$ cat config.mk
export PLATFORM = sky130hd
export DESIGN_NAME = shift_result_reg
export DESIGN_NICKNAME = d
export VERILOG_FILES = /design/src/rtl/shift_result_reg.sv
export SDC_FILE = /design/constraint.sdc
export NUM_CORES = 1
export LEC_CHECK = 0
export ABC_AREA = 1
export ABC_CLOCK_PERIOD_IN_PS = 2300
export CAP_MARGIN = 20
export CORE_AREA = 4 4 51 53
export DETAILED_ROUTE_END_ITERATION = 7
export DIE_AREA = 0 0 55 57
export HOLD_SLACK_MARGIN = 0.06
export PLACE_DENSITY = 0.67
export SLEW_MARGIN = 20
export SYNTH_ARGS = -nofsm -noshare
export SYNTH_HDL_FRONTEND = slang
export SYNTH_SLANG_ARGS = --single-unit
$ cat constraint.sdc
create_clock -name clk -period 2.3 [get_ports clk]
set_clock_uncertainty 0.15 [all_clocks]
set_input_delay 0.345 -clock clk [delete_from_list [all_inputs] [get_ports clk]]
set_output_delay 0.345 -clock clk [all_outputs]
set_load 0.02 [all_outputs]
$ cat src/rtl/shift_result_reg.sv
// Two-entry output buffer for a left shifter.
// Each accepted entry stores the shifter result together with its {N,Z,C,V}
// flags, which are computed from the same-cycle src/amt/result at push time.
//
// Ports:
//   clk        single clock, all state updates on the rising edge
//   rst_n      synchronous active-low reset
//   in_valid   upstream result valid
//   in_ready   buffer can accept an entry (decoded from registered state)
//   src        unshifted operand fed to the shifter
//   amt        unsigned shift amount fed to the shifter
//   result     shifter output for src, amt
//   out_valid  out/flags hold a valid entry
//   out_ready  downstream accepts the current entry
//   out        registered shift result (head entry)
//   flags      {N,Z,C,V} of the head entry
module shift_result_reg #(
  parameter int unsigned Nbits = 4
) (
  input  logic             clk,
  input  logic             rst_n,
  input  logic             in_valid,
  output logic             in_ready,
  input  logic [Nbits-1:0] src,
  input  logic [Nbits-1:0] amt,
  input  logic [Nbits-1:0] result,
  output logic             out_valid,
  input  logic             out_ready,
  output logic [Nbits-1:0] out,
  output logic [3:0]       flags
);

  typedef enum logic [1:0] {
    StEmpty,
    StOne,
    StFull
  } state_e;

  state_e           state_q;
  logic [Nbits-1:0] head_res_q;
  logic [3:0]       head_flags_q;
  logic [Nbits-1:0] tail_res_q;
  logic [3:0]       tail_flags_q;

  logic             carry;
  logic [3:0]       new_flags;
  logic             push;
  logic             pop;

  // Last bit shifted out: src[Nbits-amt] for 1 <= amt <= Nbits, else 0.
  always_comb begin
    carry = 1'b0;
    for (int unsigned i = 1; i <= Nbits; i++) begin
      if (amt == Nbits'(i)) begin
        carry = src[Nbits-i];
      end
    end
  end

  always_comb begin
    new_flags = {result[Nbits-1],
                 (result == '0),
                 carry,
                 result[Nbits-1] ^ src[Nbits-1]};
  end

  // Handshake decode uses registered state only, so in_ready has no path
  // from out_ready.
  assign in_ready  = (state_q != StFull);
  assign out_valid = (state_q != StEmpty);
  assign push      = in_valid & in_ready;
  assign pop       = out_valid & out_ready;

  assign out   = head_res_q;
  assign flags = head_flags_q;

  always_ff @(posedge clk) begin
    if (!rst_n) begin
      state_q      <= StEmpty;
      head_res_q   <= '0;
      head_flags_q <= '0;
      tail_res_q   <= '0;
      tail_flags_q <= '0;
    end else begin
      case (state_q)
        StEmpty: begin
          if (push) begin
            head_res_q   <= result;
            head_flags_q <= new_flags;
            state_q      <= StOne;
          end
        end
        StOne: begin
          if (push && pop) begin
            // Head retires and the new entry replaces it directly.
            head_res_q   <= result;
            head_flags_q <= new_flags;
          end else if (push) begin
            tail_res_q   <= result;
            tail_flags_q <= new_flags;
            state_q      <= StFull;
          end else if (pop) begin
            // Head keeps the retired value while empty.
            state_q <= StEmpty;
          end
        end
        StFull: begin
          if (pop) begin
            head_res_q   <= tail_res_q;
            head_flags_q <= tail_flags_q;
            state_q      <= StOne;
          end
        end
        default: begin
          state_q <= StEmpty;
        end
      endcase
    end
  end

endmodule

==> results of run 1 <==
power by group:
group / leakage, nW / switching [mW] / internal (mW) / total [mW]
logic: 0.342 / 0.0816 / 0.0735 / 0.155
clock network: 0.0138 / 0.0823 / 0.0607 / 0.143
registers: 0.131 / 0.00985 / 0.295 / 0.305
layout make-up:
class                      count  area (µm²)
inverter                      21        81.3
timing repair buffer          26         258
fill                         219        1040
tap                           28        35.0
multi-input combinational     80         388
sequential                    16         320
clock buffer                   3        22.5
state kept, by name (all words and copies together), names as in the netlist:
register / cells
tail_res_q: 4
state_q: 2
tail_flags_q: 3
out: 4
flags: 3
worst max-delay path, cell delays in order, from the launching register on:
cell and delay [ns]:
dfxtp_1 0.42, nor2_2 0.09, inv_1 0.06, clkdlybuf4s50_1 0.59
logic make-up (layout without fill, tap and decap cells):
family / count (synthesis) / after routing / synth area share (%)
DFF: 16 / 16 / 39.4
and+or+nand+nor: 49 / 49 / 25.9
buffers and inverters: 24 / 50 / 12.8
xor gates and xnor gates: 1 / 1 / 1.08
AOI/OAI and AO/OA: 30 / 30 / 20.8
per-layer routing:
layer	vias to the layer above	track usage [%]	part of all wire, %
li1	433	-	-
met1	337	15.4	45
met2	21	21.3	48
met3	4	3.13	5.0
met4	0	7.29	2.0
met5	-	0	0
per-stage QoR:
| step | utilization, % | hold slack, ns | total power [mW] |
|---|---|---|---|
| 4_1_cts | 51.4 | 0.312 | 0.611 |
| 3_3_place_gp | 50.4 | 0.289 | 0.466 |
| 6_report | 51.4 | 0.309 | 0.603 |
| 2_1_floorplan | - | 0.281 | 0.398 |
| 3_5_place_dp | 50.4 | 0.300 | 0.468 |
| 5_1_grt | 51.4 | 0.344 | 0.643 |
path summary, 6_finish.rpt:
kind	start	to	cells after the start
hold / removal	tail_res_q[1]	tail_res_q[1]	2
hold reg to reg	tail_res_q[1]	tail_res_q[1]	2
setup reg to reg	state_q[0]	out[1]	8
setup / recovery	state_q[1]	out_valid	3
cell usage after synthesis:
master	instances
o21ai_1	9
buf_6	1
o21ai_4	1
nand3_1	5
nor2_2	1
inv_1	18
dfxtp_1	16
inv_2	2
nor3_4	1
nor2_1	16
inv_4	1
xor2_1	1
o21ai_0	6
nand2_2	2
o21ai_2	2
a21oi_1	12
buf_1	1
nand2_1	24
buf_4	1
placed cells by master, fill, tap and decap left out:
| master | instances |
|---|---|
| inv_2 | 2 |
| a21oi_1 | 12 |
| clkbuf_4 | 3 |
| inv_4 | 1 |
| buf_4 | 1 |
| nand2_2 | 2 |
| nand3_1 | 5 |
| o21ai_4 | 1 |
| o21ai_2 | 2 |
| xor2_1 | 1 |
| o21ai_1 | 9 |
| o21ai_0 | 6 |
| dfxtp_1 | 16 |
| nor2_2 | 1 |
| nor3_4 | 1 |
| inv_1 | 18 |
| clkdlybuf4s50_1 | 25 |
| nand2_1 | 24 |
| nor2_1 | 16 |
==> results.ini, run 1 <==
[outcome]
status = completed

[die]
dieArea_um2 = 3140
core_um2 = 2150
start_util_pct = 37.8
io_pins = 26
fp-row-count = 17
die_y_um = 57
die_x_um = 55

[global_routing]
grt_pass1_wl_mm = 3.01
grt-ovfl-total = 0
grt_pass1_vias = 712
grt_max_degree = 14
grt_util_all_layers_pct = 13.1
antenna_found_initial = 0

[timing]
rsz0062_at_grt = false
fin_crit_sh_pct = 84.4
slew_headroom_pct = 73.0
setup_violations = 0
tightest_slew_ns = 0.403
fin_setup_tns_ns = 0
fin_ws_ns = 0.358
fmax_mhz = 515
hold_viol = 0
maxSlewViolCount = 0
period_needed_ns = 1.94

[yosys]
synth_top_area_share_pct = 39.4
synthTopCellsByArea = dfxtp_1, nand2_1, inv_1
yosys.cell_types.count = 19
ys_ff_latch = 16
syn_nets = 136
synth_warnings = 0
postSynthAreaPerCell_um2 = 6.77
ys_seq_area_share_pct = 39.4
synth_top_area_cell = dfxtp_1
syn_area_um2 = 812
synth_cells = 120

[power_and_ir_drop]
power_density_nw_per_um2 = 546
leakage_nw = 0.487
peakVddDrop_v = 0.000380

[detailed_routing]
drc_errors = 0
drt_iter0_drc = 18
routedWlPerCell_um = 10.2
num_vias = 795
wl_mm = 1.78
dr.pass1.iters = 4
antenna_left = 0
viasPerCell = 4.57

[cells_and_area]
final_net_count = 164
layout-drive-gt1-share_pct = 9.59
final_cell_area_um2 = 1100
area_growth_pct = 36.1
layoutNonFillerInstCount = 174
diodes = 0

[clock_network]
worstSkewPairLatency_ns = 0.28
postCtsSetupBuffers = 0
clkTransAtPathRegs_ns = 0.09
cts_buffers = 3
post_cts_resize_count = 0
cts_root_buffer = clkbuf_4
cts_hold_buf = 0
clkSinkCount = 16
clk_path_buf_depth = 2
cts_tree = yes
htreeDepth = 1

[placement]
hpwl_mm = 1.44
placed_cell_area_um2 = 1080
portBuffers = 25
place_ws_ns = 0.498
post-place-cells = 171
routabilityCongestion = 0.733

[critical_path]
worst_setup_path_start_kind = flop
cp_max_fo = 4
ff2ff_setup_slack_ns = 0.87
crit_type = flop to primary output
end_kind = primary output
cp.required_ns = 1.80
arrival_ns = 1.45

[worst_hold_path]
min_path_type = flop to flop

[job]
cap_violations = 0

Note: power is estimated with default switching activity, not from simulation.
==> run 2: changes to the inputs <==
Settings changed: ABC_CLOCK_PERIOD_IN_PS 2300 to 1900.
Clock period 2.3 ns to 1.9 ns, I/O delays scaled along.
==> run 2 against run 1 <==
Cell count up 0.57%. Sequential cell count is the same. Setup slack got worse by 0.13 ns. Routed wire length rose by 1.2%. Critical path depth decreased by 2. Utilization rose by 0.64 points. Power is 22% higher. Hold slack gained 0.0081 ns. Via count decreased by 0.38%. Register-to-register slack got worse by 0.40 ns. Global-route usage unchanged.
==> results.ini, run 2 (synthesized netlist as in run 1, its figures left out) <==
[outcome]
status = completed

[clock_network]
post_cts_resize_count = 0
clk_path_buf_depth = 2
postCtsSetupBuffers = 0
cts_root_buffer = clkbuf_4
cts_tree = yes
worstSkewPairLatency_ns = 0.28
cts_hold_buf = 0
htreeDepth = 1
cts_buffers = 3
clkSinkCount = 16
clkTransAtPathRegs_ns = 0.09

[die]
core_um2 = 2150
fp-row-count = 17
io_pins = 26
start_util_pct = 37.8
die_x_um = 55
dieArea_um2 = 3140
die_y_um = 57

[global_routing]
grt_pass1_wl_mm = 3.03
grt_util_all_layers_pct = 13.1
grt-ovfl-total = 0
grt_max_degree = 13
antenna_found_initial = 0
grt_pass1_vias = 707

[cells_and_area]
area_growth_pct = 37.8
final_cell_area_um2 = 1120
mostFrequentLayoutCell = nand2_1
final_cell_mix = nand2_1, clkdlybuf4s50_1, inv_1
diodes = 0
final_net_count = 165
layoutNonFillerInstCount = 175
layout-drive-gt1-share_pct = 10.9
final_util_pct = 52.1

[critical_path]
end_kind = primary output
max_stage_delay_ns = 0.61
worst_setup_path_start_kind = flop
crit_chain = clkdlybuf4s50_1
r2r_end = out[0]
arrival_ns = 1.24
rr_worst_depth = 8
critPathBufInv = 1
crit_path_start = out[3]
ff2ff_setup_slack_ns = 0.47
cp_top_family = buffers and inverters
cp_max_fo = 3
r2r_start = state_q[0]
cp.required_ns = 1.46
cpMaxStageDelayCell = clkdlybuf4s50_1
crit_type = flop to primary output

[timing]
tightest_slew_ns = 0.316
fmax_mhz = 597
holdWs_ns = 0.317
rsz0062_at_grt = false
setup_violations = 0
fin_crit_sh_pct = 88.1
period_needed_ns = 1.67
fin_setup_tns_ns = 0
hold_viol = 0
maxSlewViolCount = 0
slew_headroom_pct = 78.9

[detailed_routing]
num_vias = 792
routedWlPerCell_um = 10.3
drt_iter0_drc = 22
wl_mm = 1.80
viasPerCell = 4.53
antenna_left = 0
dr.pass1.iters = 4
drc_errors = 0

[placement]
routabilityCongestion = 0.833
post-place-cells = 172
portBuffers = 25
hpwl_mm = 1.48
placed_cell_area_um2 = 1090

[worst_hold_path]
min-delay-start = tail_res_q[1]
whs_path_depth = 2
min_path_type = flop to flop
hold-path-endpoint = tail_res_q[1]

[power_and_ir_drop]
peakVddDrop_v = 0.000327
leakage_nw = 0.505
power_density_nw_per_um2 = 655

[job]
cap_violations = 0

## run 2: cell count changes in the layout (fill, tap and decap cells not counted)
cell / delta
dfxtp_1: -1
clkdlybuf4s50_1: -2
dlymetal6s2s_1: +2
dfxtp_2: +1
buf_4: +1
## run 2: power by group
part / switching (mW) / internal, mW
sequential: 0.0119 / 0.357
clock: 0.101 / 0.0734
combinational: 0.0992 / 0.0897
## run 2: final cells by class
type	instances	area (µm²)
Clock buffer	3	22.5
Fill cell	209	1030
Inverter	21	81.3
Multi-Input combinational cell	80	388
Sequential cell	16	322
Tap cell	28	35.0
Timing Repair Buffer	27	270
## run 2: per-layer routing
metal / part of all wire [%] / GRT usage [%] / wire length [µm] / up-vias
met5: 0 / 0 / 0 / -
met4: 1.4 / 6.60 / 25 / 0
met3: 3.9 / 3.39 / 70 / 2
met2: 46 / 19.4 / 827 / 19
met1: 49 / 17.3 / 875 / 338
li1: - / - / - / 433
## run 2: worst max path at each step
stage,end,slack [ns],cells past startpoint
detailed placement,tail_res_q[1],0.16,6
floorplan,tail_res_q[0],0.71,6
CTS,out_valid,0.0007,3
global route,out[3],0.16,1
finish,out[3],0.23,1
global placement,tail_res_q[0],0.20,6
## run 2: worst reg2reg max path, cell delays in order (launching register included)
cell and delay [ns]:
dfxtp_1 0.40, inv_1 0.07, nand2_2 0.07, buf_4 0.18
o21ai_2 0.09, o21ai_4 0.14, inv_4 0.08, nor2_1 0.09
nor2_1 0.05
## run 2: stage by stage
step | power (mW) | setup WS [ns]
2_1_floorplan | 0.482 | 0.712
3_3_place_gp | 0.566 | 0.203
3_5_place_dp | 0.569 | 0.160
4_1_cts | 0.744 | 0.000718
5_1_grt | 0.779 | 0.163
6_report | 0.733 | 0.226
==> run 3: changes to the inputs <==
--- a/config.mk
+++ b/config.mk
@@ -10,4 +10,5 @@
 export CAP_MARGIN = 20
 export CORE_AREA = 4 4 51 53
+export CTS_CLUSTER_DIAMETER = 200
 export DETAILED_ROUTE_END_ITERATION = 7
 export DIE_AREA = 0 0 55 57
==> constraint.sdc (replaced) <==
create_clock -name clk -period 1.9 [get_ports clk]
set_clock_uncertainty 0.15 [all_clocks]
set_input_delay 0.57 -clock clk [delete_from_list [all_inputs] [get_ports clk]]
set_output_delay 0.57 -clock clk [all_outputs]
set_load 0.02 [all_outputs]
==> run 3 against run 2 <==
First-iteration DRC count unchanged. Global-route usage is 1.2 points higher. Sequential share of layout area shrank 0.95 points. Count of clock-buffer cells in the layout grew 1. Setup slack worse by 0.15 ns. Sequential power about the same. Combinational power hardly changed. Largest power group unchanged.
==> results.ini, run 3 (synthesized netlist as in run 1, its figures left out) <==
[timing]
tightest_slew_ns = 0.285
fin_ws_ns = 0.0742
slew_headroom_pct = 80.9
fin_crit_sh_pct = 96.1
hold_viol = 0
period_needed_ns = 1.83
rsz0062_at_grt = false
fmax_mhz = 548
setup_violations = 0
maxSlewViolCount = 0
fin_setup_tns_ns = 0

[detailed_routing]
routedWlPerCell_um = 10.8
antenna_left = 0
dr.pass1.iters = 4
num_vias = 825
drt_iter0_drc = 22
viasPerCell = 4.56
wl_mm = 1.95
drc_errors = 0

[critical_path]
worst_setup_path_start_kind = flop
arrival_ns = 1.11
ff2ff_setup_slack_ns = 0.52
cp.required_ns = 1.18
end_kind = primary output
r2r_end = out[0]
r2r_start = state_q[0]
rr_worst_depth = 8
crit_type = flop to primary output
cp_max_fo = 3

[cells_and_area]
final_cell_mix = nand2_1, inv_1, nor2_1, dfxtp_1, clkdlybuf4s50_1
diodes = 0
layout-drive-gt1-share_pct = 13.7
multiInputGateArea_um2 = 388
seqCellArea_um2 = 320
fillCellCount = 225
area_growth_pct = 41.9
final_net_count = 170
mostFrequentLayoutCell = nand2_1

[global_routing]
grt_util_all_layers_pct = 14.3
grt_max_degree = 13
antenna_found_initial = 0
grt_pass1_wl_mm = 3.29
grt_pass1_vias = 777
grt-ovfl-total = 0

[placement]
place_ws_ns = -0.0524
routabilityCongestion = 0.759
hpwl_mm = 1.61
portBuffers = 25

[clock_network]
clk_path_buf_depth = 2
htreeDepth = 1
cts_buffers = 3
cts_root_buffer = clkbuf_4
clkSinkCount = 16
worstSkewPairLatency_ns = 0.29
cts_tree = yes
cts_hold_buf = 0
clkTransAtPathRegs_ns = 0.10

[job]
cap_violations = 0

[die]
core_um2 = 2150
dieArea_um2 = 3140
io_pins = 26
start_util_pct = 37.8
die_x_um = 55
die_y_um = 57
fp-row-count = 17

[outcome]
status = completed

[power_and_ir_drop]
leakage_nw = 0.556
pwr-share-clk_pct = 29.2
p_comb_share_pct = 24.2
power_density_nw_per_um2 = 684
pwr-share-seq_pct = 46.7
total_power_mw = 0.789
internal_power_mw = 0.561
peakVddDrop_v = 0.000389
p_sw_mw = 0.228
p_sw_share_pct = 28.9

[worst_hold_path]
whs_path_depth = 2
min-delay-start = tail_res_q[0]
min_path_type = flop to flop
hold-path-endpoint = tail_res_q[0]

run 3: worst max path at each step:
stage,startpoint,end,slack [ns],depth (start not counted)
global route,state_q[1],out_valid,0.0001,3
detailed placement,in_valid,tail_flags_q[2],-0.05,6
finish,state_q[1],out_valid,0.07,3
floorplan,in_valid,tail_res_q[0],0.51,5
CTS,state_q[0],in_ready,0.04,3
global placement,in_valid,tail_res_q[1],-0.002,6
run 3: what timing repair did:
action | CTS | global route
setup buffers | 0 | 0
endpoints found under the setup margin | 10 | 1
resized for setup | 10 | 1
pin swaps | 0 | 0
run 3: routing by layer:
metal,wire length (µm),vias up,track usage (%),part of all wire (%)
li1,-,441,-,-
met1,876,362,19.3,45
met2,942,18,22.1,48
met3,93,4,3.13,4.8
met4,36,0,5.21,1.8
met5,0,-,0,0
run 3: final cells by class:
cell class / count / area share (%)
timing repair buffer: 32 / 25.3
tap: 28 / 3.04
multi-input combinational: 80 / 33.7
inverter: 21 / 7.06
sequential: 16 / 27.8
clock buffer: 4 / 3.15
run 3: power groups by stage:
stage,registers (mW),clock network [mW],logic [mW]
2_1_floorplan,0.391,0,0.0906
3_3_place_gp,0.376,0,0.200
3_5_place_dp,0.377,0,0.204
4_1_cts,0.369,0.232,0.192
5_1_grt,0.372,0.248,0.212
6_report,0.368,0.230,0.191
run 3: worst max-delay path: stages (launching register included):
cell	delay, ns
dfxtp_1	0.35
nor2_2	0.12
inv_1	0.04
dlygate4sd2_1	0.31
run 3: stage by stage:
stage / hold slack (ns) / cells / instance area [µm²] / util (%)
detailed placement: 0.301 / 177 / 1130 / 52.5
finish: 0.313 / 181 / 1150 / 53.6
floorplan: 0.281 / 120 / 812 / -
global placement: 0.290 / 177 / 1130 / 52.5
global route: 0.336 / 181 / 1150 / 53.6
CTS: 0.315 / 181 / 1150 / 53.6
